$ cat config.mk
export PLATFORM = sky130hd
export DESIGN_NAME = hex_scan_driver
export DESIGN_NICKNAME = d
export VERILOG_FILES = /design/src/rtl/hex_disp_pkg.sv /design/src/rtl/refresh_prescaler.sv /design/src/rtl/hex_scan_driver.sv
export SDC_FILE = /design/constraint.sdc
export NUM_CORES = 1
export LEC_CHECK = 0
export ABC_CLOCK_PERIOD_IN_PS = 5500
export BUFFER_PORTS_ARGS = -buffer_cell sky130_fd_sc_hd__buf_2
export CAP_MARGIN = 5
export CORE_ASPECT_RATIO = 2
export CORE_MARGIN = 3
export CORE_UTILIZATION = 25
export CTS_BUF_LIST = sky130_fd_sc_hd__clkbuf_4 sky130_fd_sc_hd__clkbuf_8
export DETAILED_ROUTE_END_ITERATION = 10
export GPL_TIMING_DRIVEN = 0
export PLACE_DENSITY = 0.45
export SLEW_MARGIN = 40
export SYNTH_ARGS = -nofsm -noshare
export SYNTH_HDL_FRONTEND = slang
export SYNTH_HIERARCHICAL = 1
export SYNTH_SLANG_ARGS = --single-unit
$ cat constraint.sdc
create_clock -name clk -period 5.5 [get_ports clk]
set_clock_uncertainty 0.1 [all_clocks]
set_input_delay 1.1 -clock clk [delete_from_list [all_inputs] [get_ports clk]]
set_output_delay 1.1 -clock clk [all_outputs]
set_load 0.1 [all_outputs]
$ cat src/rtl/hex_disp_pkg.sv
// hex_disp_pkg: shared definitions for the multiplexed hex display driver.
//   scan_state_t : scan FSM states
//   NUM_DIGITS   : number of multiplexed digits
//   AN_OFF       : anode pattern with every digit dark (anodes are active-low)
//   lz_blank()   : leading-zero blank decision for a digit slot
package hex_disp_pkg;

  typedef enum logic [1:0] {
    ST_IDLE  = 2'd0,
    ST_GUARD = 2'd1,
    ST_DRIVE = 2'd2
  } scan_state_t;

  localparam int         NUM_DIGITS = 4;
  localparam logic [3:0] AN_OFF     = 4'b1111;

  // A digit above position 0 is blanked when it and every nibble above it
  // are zero. Digit 0 always shows, so a value of zero still reads "0".
  function automatic logic lz_blank(input logic [15:0] sh,
                                    input logic [1:0]  idx,
                                    input logic        en);
    logic upper_zero;
    case (idx)
      2'd1:    upper_zero = (sh[15:4]  == 12'h000);
      2'd2:    upper_zero = (sh[15:8]  == 8'h00);
      2'd3:    upper_zero = (sh[15:12] == 4'h0);
      default: upper_zero = 1'b0;
    endcase
    return en && upper_zero;
  endfunction

endpackage

$ cat src/rtl/refresh_prescaler.sv
// refresh_prescaler: free-running slot timer for the display scan.
//   clk   : system clock
//   rst_n : asynchronous active-low reset
//   tick  : high for the one cycle in which the count sits at PRESCALE_MAX
// The count runs 0..PRESCALE_MAX and wraps; nothing but reset stops it.
module refresh_prescaler #(
  parameter int PRESCALE_MAX = 99999,
  parameter int PRESCALE_W   = 17
) (
  input  logic clk,
  input  logic rst_n,
  output logic tick
);

  localparam logic [PRESCALE_W-1:0] CNT_MAX = PRESCALE_W'(PRESCALE_MAX);

  logic [PRESCALE_W-1:0] cnt_q, cnt_d;

  assign tick = (cnt_q == CNT_MAX);

  always_comb begin
    cnt_d = tick ? '0 : cnt_q + 1'b1;
  end

  always_ff @(posedge clk or negedge rst_n) begin
    if (!rst_n) cnt_q <= '0;
    else        cnt_q <= cnt_d;
  end

endmodule

$ cat src/rtl/hex_scan_driver.sv
// hex_scan_driver: scans a 16-bit shadow value onto a shared hex nibble bus,
// one digit per refresh slot, with active-low digit anodes.
//   clk, rst_n     : system clock, asynchronous active-low reset
//   load, value    : shadow capture strobe and 16-bit display value
//   blank_lz       : leading-zero suppression enable, sampled at slot start
//   D3..D0         : nibble of the digit currently presented
//   AN             : active-low digit anodes, at most one low
//   digit_idx      : index of the digit on D3..D0
//
//   state    | meaning
//   ---------+-------------------------------------------------------------
//   ST_IDLE  | after reset, anodes off, waiting for the first slot tick
//   ST_GUARD | slot start, anodes off while the new nibble settles
//   ST_DRIVE | selected anode on (unless blanked) until the next tick
module hex_scan_driver #(
  parameter int PRESCALE_MAX = 99999,
  parameter int PRESCALE_W   = 17,
  parameter int GUARD_CYC    = 2
) (
  input  logic        clk,
  input  logic        rst_n,
  input  logic        load,
  input  logic [15:0] value,
  input  logic        blank_lz,
  output logic        D0,
  output logic        D1,
  output logic        D2,
  output logic        D3,
  output logic [3:0]  AN,
  output logic [1:0]  digit_idx
);

  import hex_disp_pkg::*;

  // Guard counter is loaded on the tick edge, so GUARD_CYC-1 more clocks
  // are spent in GUARD after the one that the tick edge itself starts.
  localparam logic [PRESCALE_W-1:0] GUARD_LOAD = PRESCALE_W'(GUARD_CYC - 1);

  logic                  tick;
  scan_state_t           state_q, state_d;
  logic [15:0]           shadow_q, shadow_d;
  logic [1:0]            idx_q, idx_d;
  logic [3:0]            nib_q, nib_d;
  logic [3:0]            an_q, an_d;
  logic                  blank_q, blank_d;
  logic [PRESCALE_W-1:0] guard_q, guard_d;
  logic                  slot_start;

  refresh_prescaler #(
    .PRESCALE_MAX (PRESCALE_MAX),
    .PRESCALE_W   (PRESCALE_W)
  ) u_prescaler (
    .clk   (clk),
    .rst_n (rst_n),
    .tick  (tick)
  );

  always_comb begin
    state_d    = state_q;
    idx_d      = idx_q;
    nib_d      = nib_q;
    blank_d    = blank_q;
    guard_d    = guard_q;
    slot_start = 1'b0;
    shadow_d   = load ? value : shadow_q;

    case (state_q)
      ST_IDLE: begin
        if (tick) begin
          slot_start = 1'b1;
          idx_d      = 2'd0;
        end
      end
      ST_GUARD: begin
        if (tick) begin
          slot_start = 1'b1;
          idx_d      = idx_q + 2'd1;
        end else if (guard_q == '0) begin
          state_d = ST_DRIVE;
        end else begin
          guard_d = guard_q - 1'b1;
        end
      end
      ST_DRIVE: begin
        if (tick) begin
          slot_start = 1'b1;
          idx_d      = idx_q + 2'd1;
        end
      end
      default: state_d = ST_IDLE;
    endcase

    // Nibble and blank flag come from the shadow as it stands before the
    // tick edge, so a load on that same edge only shows from the next slot.
    if (slot_start) begin
      state_d = ST_GUARD;
      guard_d = GUARD_LOAD;
      nib_d   = shadow_q[4*idx_d +: 4];
      blank_d = lz_blank(shadow_q, idx_d, blank_lz);
    end

    // Anodes are decoded from next-state values so they stay registered.
    if (state_d == ST_DRIVE && !blank_d) an_d = ~(4'b0001 << idx_d);
    else                                 an_d = AN_OFF;
  end

  always_ff @(posedge clk or negedge rst_n) begin
    if (!rst_n) begin
      state_q  <= ST_IDLE;
      shadow_q <= 16'h0000;
      idx_q    <= 2'd0;
      nib_q    <= 4'h0;
      an_q     <= AN_OFF;
      blank_q  <= 1'b0;
      guard_q  <= '0;
    end else begin
      state_q  <= state_d;
      shadow_q <= shadow_d;
      idx_q    <= idx_d;
      nib_q    <= nib_d;
      an_q     <= an_d;
      blank_q  <= blank_d;
      guard_q  <= guard_d;
    end
  end

  assign D0        = nib_q[0];
  assign D1        = nib_q[1];
  assign D2        = nib_q[2];
  assign D3        = nib_q[3];
  assign AN        = an_q;
  assign digit_idx = idx_q;

endmodule

-- After elaboration in Yosys (flattened, before gate mapping)
Cells that the tools add are included.
- word-level logic and storage cells: 54
- bits of input ports: 20
- output and inout bits: 10
- bits in registers: 63
- multiplexer cells: 18
- eq/ne operators: 9
- reductions and logical operators: 13
- bitwise logic cells: 1
- shifts and indexed selects: 2
- $add $sub $neg: 3
- operators with widths (cell ; count):
    $mux 17 ; 5
    $add 17x1->17 const B ; 1
    $eq 17x17->1 const B ; 1
    $logic_not 17->1 ; 1
    $sub 17x1->17 const B ; 1
    $shiftx 16x5->4 ; 1
    $logic_not 12->1 ; 1
    $mux 2 ; 5
    $eq 2x2->1 const B ; 4
    $logic_not 8->1 ; 1
    $pmux 2 s2 ; 2
    $eq 2x1->1 const B ; 2
    $logic_not 4->1 ; 1
    $mux 1 ; 4
    $mux 4 ; 1
    $ne 2x2->1 const B ; 2
    $not 4->4 ; 1
    $reduce_or 2->1 ; 2
    $shl 1x2->4 const A ; 1
    $pmux 1 s3 ; 1
    $reduce_and 3->1 ; 1
    $reduce_or 3->1 ; 1
    $add 2x1->2 const B ; 1
    $logic_and 1x1->1 ; 2
    3 further kinds ; 3

-- Depth between registers and ports, before layout
- depth after elaboration: 11
- gate-level depth with buffers: 13
- depth with buffers taken out: 11

-- Cells and area by module
Netlist, hierarchy kept.
- by module, submodules not included (module ; area an instance (µm²) ; cells each ; instances ; seq. area each (µm²)):
    hex_scan_driver ; 2374.8 ; 223 ; 1 ; 1156.1
    refresh_prescaler ; 793.3 ; 74 ; 1 ; 425.4

-- Least setup slack after synthesis
OpenSTA, ideal clock, no wires.
- path kind: flip-flop to flip-flop
- start point: register u_prescaler.cnt_q[11]
- end point: register blank_q
- path slack: 2.074 ns
- setup time: 0.142 ns
- period minus slack after synthesis: 3.426 ns
- stages on the path, launching flop included: 12
- required time: 5.258 ns
- buffers on the path: 2
- data arrival time: 3.184 ns
- cells stage by stage: dfrtp_1 or4_1 or4_4 nor4_4 buf_2 a21boi_0 o31ai_2 and2_0 clkbuf_1 inv_2 o21ai_0 a31oi_1
- longest elaborated chain between the ends: 8
- elaborated cells on any way between the ends: 13
- those cells by class: eq/ne: 4; mux: 8; reduce/logical: 1
- RTL lines (element ; RTL line ; source):
    from (decl) ; refresh_prescaler.sv:17 ; logic [PRESCALE_W-1:0] cnt_q, cnt_d;
    from (signal assigned) ; refresh_prescaler.sv:27 ; else cnt_q <= cnt_d;
    $eq 17x17->1 (*) ; refresh_prescaler.sv:19 ; assign tick = (cnt_q == CNT_MAX);
    net tick ; hex_scan_driver.sv:39 ; logic tick;
    $mux 2, on equally long branches ; hex_scan_driver.sv:75, hex_scan_driver.sv:85, hex_scan_driver.sv:69 ;
    $pmux 2 s2 (*) ; hex_scan_driver.sv:67 ; case (state_q)
    net idx_d[1] ; hex_scan_driver.sv:42 ; logic [1:0] idx_q, idx_d;
    $eq 2x2->1 / $eq 2x1->1 (equally long branches) ; hex_disp_pkg.sv:23 ; case (idx)
    $pmux 1 s3 (*) ; hex_disp_pkg.sv:23 ;
    $mux 1 (*) ; hex_scan_driver.sv:95 ; if (slot_start) begin
    $logic_and 1x1->1 (*) ; hex_disp_pkg.sv:29 ; return en && upper_zero;
    $mux 1 (*) ; hex_scan_driver.sv:95 ;
    net blank_d ; hex_scan_driver.sv:45 ; logic blank_q, blank_d;
    to (signal assigned) ; hex_scan_driver.sv:122 ; blank_q <= blank_d;
    to (decl) ; hex_scan_driver.sv:45 ;
Mark *: on every way through the listed nets, which the timed path passes. The rest lies on a longest branch. The select of a mux whose other input is x is not followed.
A chain may end at the register's enable or synchronous reset.

-- Final worst setup path
- start point: register u_prescaler.cnt_q[11]
- end point: register nib_q[3]
- longest elaborated chain between the ends: 4
- elaborated cells on any way between the ends: 7
- those cells by class: eq/ne: 1; shift: 1; mux: 5
- RTL lines (element ; RTL line ; source):
    $eq 17x17->1 (*) ; refresh_prescaler.sv:19 ;
    net tick ; hex_scan_driver.sv:39 ;
    $mux 2, on equally long branches ; hex_scan_driver.sv:75, hex_scan_driver.sv:85, hex_scan_driver.sv:69 ;
    $pmux 2 s2 (*) ; hex_scan_driver.sv:67 ;
    net idx_d[0] ; hex_scan_driver.sv:42 ;
    $shiftx 16x5->4 (*) ; hex_scan_driver.sv:98 ; nib_d = shadow_q[4*idx_d +: 4];
    to (signal assigned) ; hex_scan_driver.sv:120 ; nib_q <= nib_d;
    to (decl) ; hex_scan_driver.sv:43 ; logic [3:0] nib_q, nib_d;
Mark *: on every way through the listed nets, which the timed path passes. The rest lies on a longest branch.

==> results.md <==
Outcome:
- The flow ran to the end, and the final reports show no timing, DRC or antenna violations.

Worst setup path:
- The kind of capture point of the worst setup path is a flip-flop.
- The worst register-to-register path has a depth of 11.
- The internal reg-to-reg setup slack is 1310 ps.
- The critical path in this run is classified as flip-flop to flip-flop.
- The endpoint of the worst-slack reg-to-reg timing path is nib_q[3].
- Following the worst setup path forward leads to its endpoint at nib_q[3].
- The worst register-to-register path begins at u_prescaler/cnt_q[11].
- In this run the worst path has a maximum fanout of 10.
- STA puts the critical path data arrival time at 4300 ps.
- The required time reported for the critical path endpoint is 5620 ps.
- Tracing the worst setup path back leads to its startpoint at u_prescaler/cnt_q[11].
- The type of element launching the critical path is a flip-flop.

Layout:
- Compared with the post-synthesis result, the final layout area differs by 16.55%.
- The net count reported at finish is 365.
- The fraction of layout cells with a size suffix above 1 is 24.93%.
- The area taken by multi-input logic gates is 0.001498 mm2.
- The repair_antennas step left the layout with diodes totalling 0.
- The sequential cells in the finished layout cover a total of 0.001582 mm2.
- Counting the fill cells in the layout gives 1321.
- The finished layout holds 488 standard cells, fillers aside.

STA:
- The number of endpoints failing setup at the final stage is 0.
- The transition time of the tightest slew-check pin is 645.8 ps.
- The final hold violation count is 0.
- The top achievable clock speed is 0.2388 GHz.
- Summed over all failing endpoints, the final setup total negative slack is 0 ps.
- The smallest setup slack after layout is 1313 ps.
- The final number of max-transition violations was 0.
- Headroom to the max-slew limit came out at 56.69%.
- Counting I/O delays and the setup requirement, the final critical path takes 4187 ps.
- Setup repair after global routing left no endpoint under its margin.
- After layout, the worst path uses 76.12% of the clock period.

CTS:
- The H-tree was split into 3 levels.
- The total number of clock tree sinks is 63.
- The TritonCTS clock tree is yes.
- The hold buffer count at CTS is 0.
- The total setup buffers inserted after CTS is 0.
- The longest clock path from root to sink contains 2 buffers.
- Clock tree synthesis inserted a total of 9 buffers.
- Clock-pin slew was measured on the worst setup and hold paths at 70 ps.
- The cell at the root of the clock tree is sky130_fd_sc_hd__clkbuf_8.
- In this run, post-CTS repair resized a total of 0 instances.
- For the worst-skew pair, the clock arrives at the later sink with an insertion delay of 350 ps.

Route:
- After the first detailed-routing iteration, the DRC count stood at 94.
- Dividing the detail-routed via count by the number of cells gives 4.893.
- In this run the remaining antenna-violating nets after routing total 0.
- The DRC violation count after routing is 0.
- After detailed routing, the average wire length per cell comes to 15.30 um.
- The total via count in the routed design is 2388.
- The first detailed-routing pass ran for 4 iterations.
- The routed design has 7464 um of wire.

Logic synthesis:
- Summing the sequential cell areas from Yosys gives 49.92% of the chip area.
- Summing every instance area after synthesis gives 0.003168 mm2.
- The share of the synthesized area in the top cell type is 46.60%.
- The fraction of registers with async set or reset after synthesis is 100.0%.
- The gate count after technology mapping is 297.
- By area the synthesized netlist is led by sky130_fd_sc_hd__dfrtp_1 (47%), sky130_fd_sc_hd__mux2_2 (5.7%), sky130_fd_sc_hd__xor2_1 (3.9%).
- Summed over all instances, the cell type with the most area after synthesis is sky130_fd_sc_hd__dfrtp_1.
- The number of nets handed over by synthesis was 325.
- The Yosys step of the flow raised 6 warnings.
- The flip-flop and latch count after synthesis is 63.
- The number of flops mapped to enable cells by yosys is 0.
- The prevailing post-synth register cell is sky130_fd_sc_hd__dfrtp_1.
- The synthesized area per cell is 10.67 um2.
- The synthesized netlist contains 51 unique library cells.

Floorplanning:
- The boundary pin count is 30.
- The area of the core is 0.01227 mm2.
- Measured along the x axis, the die boundary spans 85.60 um.
- The starting density of the core is 25.83%.
- The y dimension of the die is 165.2 um.
- The die covers 0.01414 mm2.
- The floorplan has 57 rows.

Worst hold path:
- The path class of the tightest hold or removal check is flip-flop to flip-flop.

GRT:
- The largest net degree at the start of global routing is 34.
- The number of global-route vias before repair is 2577.
- The number of antenna violations at the first check in global routing is 0.
- The overall fraction of global-route tracks in use is 11.60%.
- Global routing finished with a remaining overflow of 0.
- The first global-routing pass estimated 12490 um of wire.

Placement:
- The number of input and output port buffers inserted is 28.
- After detailed placement, the design holds a cell count of 473.
- The routability-driven placement congestion ratio is 0.7948.
- Timing analysis after detailed placement gives a worst setup slack of 1236 ps.
- The total half-perimeter wirelength after legalization and detailed placement is 5752 um.

Flow run:
- Max-cap violations in this run came to 0.

Power:
- The static power due to leakage is 0.001587 uW.
- The power density of the placed cells is 240.8 mW/mm2.
- Across the VDD grid, the largest voltage drop is 0.1548 mV.
-- stage by stage --
step / hold WS [ps] / cell area (um2) / utilization (%) / total power [uW]
6_report: 396.9 / 3692 / 30.10 / 888.9
5_1_grt: 436.1 / 3692 / 30.10 / 926.8
4_1_cts: 400.1 / 3692 / 30.10 / 904.6
3_5_place_dp: 387.2 / 3515 / 28.65 / 529.7
3_3_place_gp: 375.1 / 3492 / 28.47 / 526.4
2_1_floorplan: 354.6 / 3168 / - / 505.4
-- cell usage in the layout, fill, tap and decap left out, drive strengths merged, types with 5 or more instances in the layout --
master / n
ha: 8
xnor2: 9
or4: 6
a21oi: 10
nand3: 8
buf: 33
xor2: 14
o21ai: 8
o31ai: 5
nor2: 31
dfrtp: 59
clkbuf: 19
nor4: 10
nand2: 18
inv: 10
mux2: 16
or3: 7
nor3: 16
nand4: 7
a21boi: 5
nor2b: 5
-- cell families (layout without fill, tap and decap cells) --
family                     Yosys count  count (layout)  share of synthesized area [%]
and+or+nand+nor                    117             117                          20.62
DFF                                 63              63                          49.92
AOI/OAI and AO/OA                   49              49                          11.45
xor gates and xnor gates            23              23                          6.359
buffers and inverters               21              65                          2.804
muxes                               16              16                          5.687
adders and majority gates            8               8                          3.160
-- final cells by class --
| cell class | instances | share of cell area [%] |
|---|---|---|
| Sequential cell | 63 | 42.83 |
| Multi-Input combinational cell | 213 | 40.56 |
| Tap cell | 147 | 4.981 |
| Timing Repair Buffer | 29 | 4.405 |
| Clock buffer | 12 | 4.304 |
| Buffer | 11 | 1.389 |
| Inverter | 10 | 1.017 |
| Clock inverter | 3 | 0.5083 |
-- synth_stat cells, types with 2 or more instances --
cell type,count
sky130_fd_sc_hd__a31o_2,4
sky130_fd_sc_hd__o2111ai_1,2
sky130_fd_sc_hd__buf_2,2
sky130_fd_sc_hd__nor2b_1,5
sky130_fd_sc_hd__a21oi_1,10
sky130_fd_sc_hd__o21ai_0,7
sky130_fd_sc_hd__a21boi_0,5
sky130_fd_sc_hd__and4_1,2
sky130_fd_sc_hd__or3_1,6
sky130_fd_sc_hd__o31ai_1,4
sky130_fd_sc_hd__a211oi_1,4
sky130_fd_sc_hd__dfrtp_1,59
sky130_fd_sc_hd__nor4_4,2
sky130_fd_sc_hd__nand3_1,8
sky130_fd_sc_hd__nand4_1,7
sky130_fd_sc_hd__nand2_1,18
sky130_fd_sc_hd__or4_4,2
sky130_fd_sc_hd__clkbuf_1,7
sky130_fd_sc_hd__ha_1,8
sky130_fd_sc_hd__xnor2_1,9
sky130_fd_sc_hd__inv_1,9
sky130_fd_sc_hd__nor3_1,15
sky130_fd_sc_hd__nor4_1,7
sky130_fd_sc_hd__dfstp_2,4
sky130_fd_sc_hd__nor2_1,31
sky130_fd_sc_hd__a31oi_1,3
sky130_fd_sc_hd__or4_1,4
sky130_fd_sc_hd__o211ai_1,2
sky130_fd_sc_hd__mux2_2,16
sky130_fd_sc_hd__xor2_1,14
-- metal layers --
metal	global-route usage, %	part of all wire [%]
met4	6.916	3.6
met1	10.60	34
met5	0	0
met3	2.234	2.9
met2	22.80	60
-- report_power, final --
part	switching [uW]	total [uW]	internal (uW)
Sequential	9.54	485	475
Clock	180	370	190
Combinational	16.4	34.4	18.0
-- registers in the layout, summed over array words and instances (netlist names) --
name / count
guard_q: 17
u_prescaler/cnt_q: 17
state_q: 2
AN: 4
shadow_q: 16
blank_q: 1
nib_q: 4
digit_idx: 2
-- worst max-delay path: stages, from the launching register on --
cell and delay [ps]:
sky130_fd_sc_hd__dfrtp_1 440, sky130_fd_sc_hd__or4_1 550, sky130_fd_sc_hd__or4_4 440, sky130_fd_sc_hd__nor4_4 420, sky130_fd_sc_hd__buf_2 320, sky130_fd_sc_hd__inv_1 90
sky130_fd_sc_hd__ha_1 260, sky130_fd_sc_hd__nand2b_1 150, sky130_fd_sc_hd__a31oi_1 500, sky130_fd_sc_hd__nand2_1 220, sky130_fd_sc_hd__a211oi_1 460, sky130_fd_sc_hd__nor3_1 90
-- worst min-delay path by stage --
stage / slack [ps] / end / from / cells past startpoint
2_1_floorplan: 350 / u_prescaler/cnt_q[14] / u_prescaler/cnt_q[14] / 1
3_3_place_gp: 380 / u_prescaler/cnt_q[14] / u_prescaler/cnt_q[14] / 1
3_5_place_dp: 390 / u_prescaler/cnt_q[14] / u_prescaler/cnt_q[14] / 1
4_1_cts: 400 / u_prescaler/cnt_q[0] / u_prescaler/cnt_q[0] / 1
5_1_grt: 440 / u_prescaler/cnt_q[0] / u_prescaler/cnt_q[0] / 1
6_report: 400 / u_prescaler/cnt_q[0] / u_prescaler/cnt_q[0] / 1
(Power assumes the default switching activity.)
